[config.mk]
export PLATFORM = sky130hd
export DESIGN_NAME = fetch_line_buffer
export DESIGN_NICKNAME = d
export VERILOG_FILES = /design/src/rtl/fetch_line_buffer_pkg.sv /design/src/rtl/fetch_line_store.sv /design/src/rtl/fetch_line_buffer.sv
export SDC_FILE = /design/constraint.sdc
export NUM_CORES = 1
export LEC_CHECK = 0
export ABC_AREA = 1
export BUFFER_PORTS_ARGS = -buffer_cell sky130_fd_sc_hd__clkbuf_2
export CAP_MARGIN = 20
export CELL_PAD_IN_SITES_DETAIL_PLACEMENT = 0
export CELL_PAD_IN_SITES_GLOBAL_PLACEMENT = 1
export CORE_UTILIZATION = 40
export DETAILED_ROUTE_END_ITERATION = 8
export PLACE_DENSITY = 0.79
export SYNTH_ARGS = -nofsm -noshare
export SYNTH_HDL_FRONTEND = slang
export SYNTH_HIERARCHICAL = 1
export SYNTH_SLANG_ARGS = --single-unit
[constraint.sdc]
create_clock -name clk -period 6.83 [get_ports clk]
set_clock_uncertainty 0.1 [all_clocks]
set_input_delay 0.3415 -clock clk [delete_from_list [all_inputs] [get_ports clk]]
set_output_delay 0.3415 -clock clk [all_outputs]
set_load 0.02 [all_outputs]
[src/rtl/fetch_line_buffer_pkg.sv]
// Shared types and defaults for the single-line instruction fetch buffer.
package fetch_line_buffer_pkg;

  localparam int DEFAULT_LINE_WORDS = 8;

  typedef enum logic [1:0] {
    IDLE  = 2'd0,
    REQ   = 2'd1,
    FILL  = 2'd2,
    DRAIN = 2'd3
  } FetchLineBuf_State_t;

endpackage

[src/rtl/fetch_line_store.sv]
// Line data storage: LINE_WORDS x 32-bit registers, one write port, one
// combinational read port. Contents are deliberately not reset.
module fetch_line_store #(
  parameter int LINE_WORDS = 8,
  parameter int IDX_W      = $clog2(LINE_WORDS)
) (
  input  logic             clk_i,
  input  logic             we_i,
  input  logic [IDX_W-1:0] waddr_i,
  input  logic [31:0]      wdata_i,
  input  logic [IDX_W-1:0] raddr_i,
  output logic [31:0]      rdata_o
);

  logic [31:0] mem_q [LINE_WORDS];

  // Capture one beat per write strobe.
  always_ff @(posedge clk_i) begin
    if (we_i) mem_q[waddr_i] <= wdata_i;
  end

  assign rdata_o = mem_q[raddr_i];

endmodule

[src/rtl/fetch_line_buffer.sv]
// Single-line instruction fetch buffer: answers hits and misaligned fetches
// in the request cycle, refills the line from memory on a miss, and reports
// a failed refill once as an access error.
//
// state | meaning
// IDLE  | serve hits / misaligned / pending error, launch a miss
// REQ   | mem_req held for the captured line until granted
// FILL  | take LINE_WORDS beats into the line store
// DRAIN | flushed mid-refill: swallow remaining beats, keep line invalid
module fetch_line_buffer
  import fetch_line_buffer_pkg::*;
#(
  parameter int LINE_WORDS = DEFAULT_LINE_WORDS,
  parameter int ADDR_W     = 40
) (
  input  logic              clk,
  input  logic              rst,
  input  logic              clean,
  input  logic              fetch_valid,
  input  logic [ADDR_W-1:0] fetch_address,
  output logic              fetch_ready,
  output logic [31:0]       fetch_rdata,
  output logic              fetch_error,
  output logic              mem_req,
  output logic [ADDR_W-1:0] mem_addr,
  input  logic              mem_gnt,
  input  logic              mem_rvalid,
  input  logic [31:0]       mem_rdata,
  input  logic              mem_rerr
);

  localparam int IDX_W = $clog2(LINE_WORDS);
  localparam int OFF_W = IDX_W + 2;
  localparam int TAG_W = ADDR_W - OFF_W;

  FetchLineBuf_State_t state_q;
  logic             line_valid_q;
  logic             err_pending_q;
  logic             fill_err_q;
  logic             mem_req_q;
  logic [TAG_W-1:0] tag_q;
  logic [TAG_W-1:0] err_tag_q;
  logic [IDX_W-1:0] cnt_q;

  logic [TAG_W-1:0] fa_tag;
  logic [IDX_W-1:0] fa_idx;
  logic             aligned;
  logic             req_ok;
  logic             misalign_rsp;
  logic             hit_rsp;
  logic             err_rsp;
  logic             miss_start;
  logic             last_beat;
  logic             store_we;
  logic [31:0]      rd_word;

  assign fa_tag  = fetch_address[ADDR_W-1:OFF_W];
  assign fa_idx  = fetch_address[OFF_W-1:2];
  assign aligned = (fetch_address[1:0] == 2'b00);

  // Responses only come from IDLE; flush and reset silence them outright.
  assign req_ok       = fetch_valid && (state_q == IDLE) && !clean && !rst;
  assign misalign_rsp = req_ok && !aligned;
  assign hit_rsp      = req_ok && aligned && line_valid_q && (fa_tag == tag_q);
  assign err_rsp      = req_ok && aligned && err_pending_q && (fa_tag == err_tag_q);
  assign miss_start   = req_ok && aligned && !hit_rsp && !err_rsp;

  assign fetch_ready = misalign_rsp || hit_rsp || err_rsp;
  assign fetch_error = misalign_rsp || err_rsp;
  assign fetch_rdata = hit_rsp ? rd_word : 32'h0;

  assign mem_req  = mem_req_q;
  assign mem_addr = {tag_q, {OFF_W{1'b0}}};

  assign last_beat = (cnt_q == IDX_W'(LINE_WORDS - 1));
  assign store_we  = (state_q == FILL) && mem_rvalid && !clean;

  fetch_line_store #(
    .LINE_WORDS (LINE_WORDS),
    .IDX_W      (IDX_W)
  ) u_store (
    .clk_i   (clk),
    .we_i    (store_we),
    .waddr_i (cnt_q),
    .wdata_i (mem_rdata),
    .raddr_i (fa_idx),
    .rdata_o (rd_word)
  );

  // Refill sequencer: miss launch, grant handshake, beat counting, flush.
  always_ff @(posedge clk or posedge rst) begin
    if (rst) begin
      state_q       <= IDLE;
      line_valid_q  <= 1'b0;
      err_pending_q <= 1'b0;
      fill_err_q    <= 1'b0;
      mem_req_q     <= 1'b0;
      tag_q         <= '0;
      err_tag_q     <= '0;
      cnt_q         <= '0;
    end else begin
      case (state_q)
        IDLE: begin
          if (clean) begin
            line_valid_q  <= 1'b0;
            err_pending_q <= 1'b0;
          end else if (err_rsp) begin
            err_pending_q <= 1'b0;
          end else if (miss_start) begin
            tag_q        <= fa_tag;
            line_valid_q <= 1'b0;
            mem_req_q    <= 1'b1;
            state_q      <= REQ;
          end
        end
        REQ: begin
          // A grant in the flush cycle still commits memory to a full line.
          if (mem_gnt) begin
            mem_req_q  <= 1'b0;
            cnt_q      <= '0;
            fill_err_q <= 1'b0;
            state_q    <= clean ? DRAIN : FILL;
          end else if (clean) begin
            mem_req_q     <= 1'b0;
            err_pending_q <= 1'b0;
            state_q       <= IDLE;
          end
        end
        FILL: begin
          if (mem_rvalid) begin
            cnt_q      <= cnt_q + IDX_W'(1);
            fill_err_q <= fill_err_q | mem_rerr;
            if (last_beat) begin
              state_q <= IDLE;
              if (clean) begin
                line_valid_q  <= 1'b0;
                err_pending_q <= 1'b0;
              end else if (fill_err_q || mem_rerr) begin
                line_valid_q  <= 1'b0;
                err_pending_q <= 1'b1;
                err_tag_q     <= tag_q;
              end else begin
                line_valid_q <= 1'b1;
              end
            end else if (clean) begin
              state_q <= DRAIN;
            end
          end else if (clean) begin
            state_q <= DRAIN;
          end
        end
        DRAIN: begin
          if (mem_rvalid) begin
            cnt_q <= cnt_q + IDX_W'(1);
            if (last_beat) begin
              state_q       <= IDLE;
              line_valid_q  <= 1'b0;
              err_pending_q <= 1'b0;
            end
          end
        end
        default: state_q <= IDLE;
      endcase
    end
  end

endmodule
==> results by group <==
Critical path
  • Reg2reg start: cnt_q[1]$_DFFE_PP0P_
  • CP Class: primary input to output port
  • Worst Reg-to-Reg Cells: 11
  • R2R Setup Slk: 3.87 ns
  • Worst reg2reg endpoint: err_tag_q[16]$_DFFE_PP0P_
  • Startpoint type of the worst setup path: primary input
  • WP data required: 6.39 ns
  • Worst setup EP type: output port
  • CP max FO: 86
  • Critical Path AT: 3.10 ns

Clocking
  • Post-CTS Hold Fix Bufs: 45
  • Post-cts resize count: 0
  • CTS sink count: 335
  • Clk root buf: clkbuf_16
  • Post-CTS Setup Repair Bufs: 0
  • CTS tree: done
  • CTS clock-pin slew for the worst setup and hold paths: 0.06 ns
  • Buffer levels on the longest clock path: 3
  • Clk Latency, worst-skew pair: 0.54 ns
  • H-tree level count: 2
  • CTS Buf Count: 38

Placement
  • Gp weighted congestion: 0.867
  • DP Wirelength: 24500 um
  • Pre-CTS setup slack: 3.29 ns
  • Port bufs: 148

STA
  • Slew Viols, Final: 0
  • RSZ-0062 raised after global routing: no
  • Final hold viol count: 0
  • Max-slew headroom: 0.335
  • Final Cycle Share: 0.518
  • Final min period: 3.54 ns
  • Setup WS post-layout: 3.29 ns
  • Final setup fails: 0
  • Fmax achieved: 282 MHz
  • Setup TNS: 0 ns
  • Tightest Pin Transition: 0.998 ns

Floorplan
  • IO Pins: 154
  • Row cnt: 74
  • Starting Density: 0.405
  • Die area: 42000 um^2
  • Die Ht: 205 um
  • Die width: 205 um
  • Placeable Area: 40700 um^2

Route
  • Final ANT Viol Nets: 0
  • DRT Pass-1 Iters: 6
  • WL final: 39600 um
  • Vias: 12300
  • Routed len/inst: 14.8 um
  • DRC Markers: 0
  • DR iter-0 viols: 720
  • Via-per-instance ratio: 4.59

Synth
  • Post-Syn Area: 16500 um^2
  • Syn_area_per_cell: 8.51 um^2
  • Seq cells post-synth: 335
  • Post-Synthesis Cells: 1938
  • Unique masters post-synth: 37
  • Register area share after synthesis: 0.586
  • Synth warn: 6

Power
  • Combinational power share: 0.213
  • Clk pwr share: 0.334
  • Pint: 3.96 mW
  • NetSw: 1.79 mW
  • VDD IR-drop max: 231 uV
  • Leakage: 9.39 nW
  • Sw Share: 0.311
  • Pwr Density: 299 nW/um^2
  • Seq pwr share: 0.454

Finish
  • Share of layout cells above drive strength 1: 0.122
  • Area growth syn-to-layout: 16.7%
  • Filler instances: 3929
  • Nets@finish: 2201

GRT
  • Number of global-route vias before repair: 11700
  • Initial antenna violation count: 2
  • Global-route usage over all layers: 0.193
  • Largest net degree at the start of global routing: 87
  • Global-route wire length before repair: 62500 um
  • Overflow after GRT: 0

Hold path
  • Hold_sp: mem_rdata[4]
  • Hold path depth: 1
  • Worst hold endpoint: u_store/mem_q[1][4]$_DFFE_PP_
  • Hold WC Path Type: primary input to register

Run status
  • Status: finished clean

Run
  • Max Cap Viol: 0
==> layout by cell type, fill, tap and decap left out, types with 18 or more instances in the layout <==
cell,instances
buf_4,18
clkbuf_16,39
clkbuf_2,147
dfrtp_1,79
dlygate4sd3_1,45
edfxtp_1,256
inv_1,412
nand2_1,702
nand3_1,144
nor2_1,120
o21ai_0,46
==> logic make-up after synthesis <==
family	after synthesis	share of synthesized area
xor gates and xnor gates	13	0.00691
AOI/OAI and AO/OA	91	0.0332
DFF	335	0.586
and+or+nand+nor	1005	0.247
adders and majority gates	2	0.00152
other	1	0.000227
buffers and inverters	491	0.125
==> cells in the mapped netlist <==
cell type | count | area share
o21ai_2 | 13 | 0.0069
nand2_1 | 702 | 0.16
nor2_2 | 3 | 0.0011
nand4_1 | 10 | 0.0038
buf_1 | 5 | 0.0011
a21oi_1 | 4 | 0.0012
inv_1 | 414 | 0.094
xnor2_1 | 11 | 0.0058
clkinv_2 | 1 | 0.00030
o211ai_1 | 1 | 0.00046
nor3_1 | 1 | 0.00030
inv_2 | 4 | 0.00091
a21oi_2 | 9 | 0.0048
xor2_1 | 2 | 0.0011
nand3b_1 | 2 | 0.00091
nor2_1 | 128 | 0.029
nand3_4 | 1 | 0.0011
nor4_1 | 4 | 0.0015
o21ai_1 | 14 | 0.0042
edfxtp_1 | 256 | 0.47
nand3_2 | 5 | 0.0030
or2_1 | 1 | 0.00038
clkbuf_1 | 8 | 0.0018
nor2_4 | 2 | 0.0014
nand3_1 | 144 | 0.044
o21ai_0 | 46 | 0.014
clkbuf_2 | 1 | 0.00030
buf_2 | 27 | 0.0082
buf_6 | 17 | 0.012
a2111oi_0 | 1 | 0.00053
buf_4 | 14 | 0.0064
nor3b_1 | 2 | 0.00091
a31oi_1 | 1 | 0.00038
dfrtp_1 | 79 | 0.12
o22ai_1 | 2 | 0.00076
conb_1 | 1 | 0.00023
ha_1 | 2 | 0.0015
==> final cells by class <==
| class | instances | area [um^2] | area share |
|---|---|---|---|
| clock inverters | 15 | 141 | 0.00735 |
| repair buffers | 210 | 1320 | 0.0687 |
| inverters | 419 | 1580 | 0.0819 |
| well taps | 532 | 666 | 0.0346 |
| clock buffers | 51 | 1030 | 0.0536 |
| diodes | 1 | 2.50 | 0.000130 |
| flip-flops and latches | 335 | 9660 | 0.502 |
| multi-input cells | 1116 | 4840 | 0.252 |
==> worst max-delay path by stage <==
stage                                         end                   start
floorplan           u_store/mem_q[1][0]$_DFFE_PP_  state_q[1]$_DFFE_PP0P_
global placement                  fetch_rdata[20]        fetch_address[2]
detailed placement                fetch_rdata[31]        fetch_address[2]
CTS                               fetch_rdata[31]        fetch_address[2]
global route                      fetch_rdata[31]        fetch_address[2]
finish                            fetch_rdata[31]        fetch_address[2]
==> power by group through the flow <==
stage	Combinational (mW)	Sequential, mW	Clock, mW
after global placement	1.19	2.64	0
after global routing	1.39	2.64	2.05
after floorplan	0.757	2.71	0
after detailed placement	1.21	2.65	0
after CTS	1.24	2.61	1.97
final	1.22	2.61	1.92
==> per-layer routing <==
metal	GRT usage	up-vias	wire length [um]
met3	0.0342	67	2020
met1	0.251	5668	17700
met2	0.326	278	19000
li1	-	6281	-
met5	0	-	13
met4	0.0603	2	895
==> critical path, stage by stage <==
cell      delay (ns)
buf_4           0.48
clkinv_2        0.66
buf_4           0.63
nand2_1         0.16
nand3_1         0.08
nand2_1         0.10
nand2_1         0.05
nand2_1         0.08
inv_1           0.04
nor2_1          0.22
clkbuf_2        0.22
==> stage by stage <==
| stage | hold slack [ns] | util | area (um^2) | cells | total power, mW |
|---|---|---|---|---|---|
| floorplan | 0.340 | - | 16500 | 1942 | 3.46 |
| global placement | 0.303 | 0.432 | 17600 | 2567 | 3.82 |
| detailed placement | 0.306 | 0.432 | 17600 | 2567 | 3.85 |
| CTS | 0.000293 | 0.472 | 19200 | 2678 | 5.82 |
| global route | 0.0143 | 0.472 | 19200 | 2679 | 6.08 |
| finish | 0.0179 | 0.472 | 19200 | 2679 | 5.75 |
==> flip-flops by register name (all words and copies together), names as in the netlist <==
name and cells:
cnt_q 3, err_pending_q 1, err_tag_q 35, fill_err_q 1, line_valid_q 1, mem_req 1
state_q 2, tag_q 35, u_store/mem_q 256
Note: power is estimated with default switching activity, not from simulation.
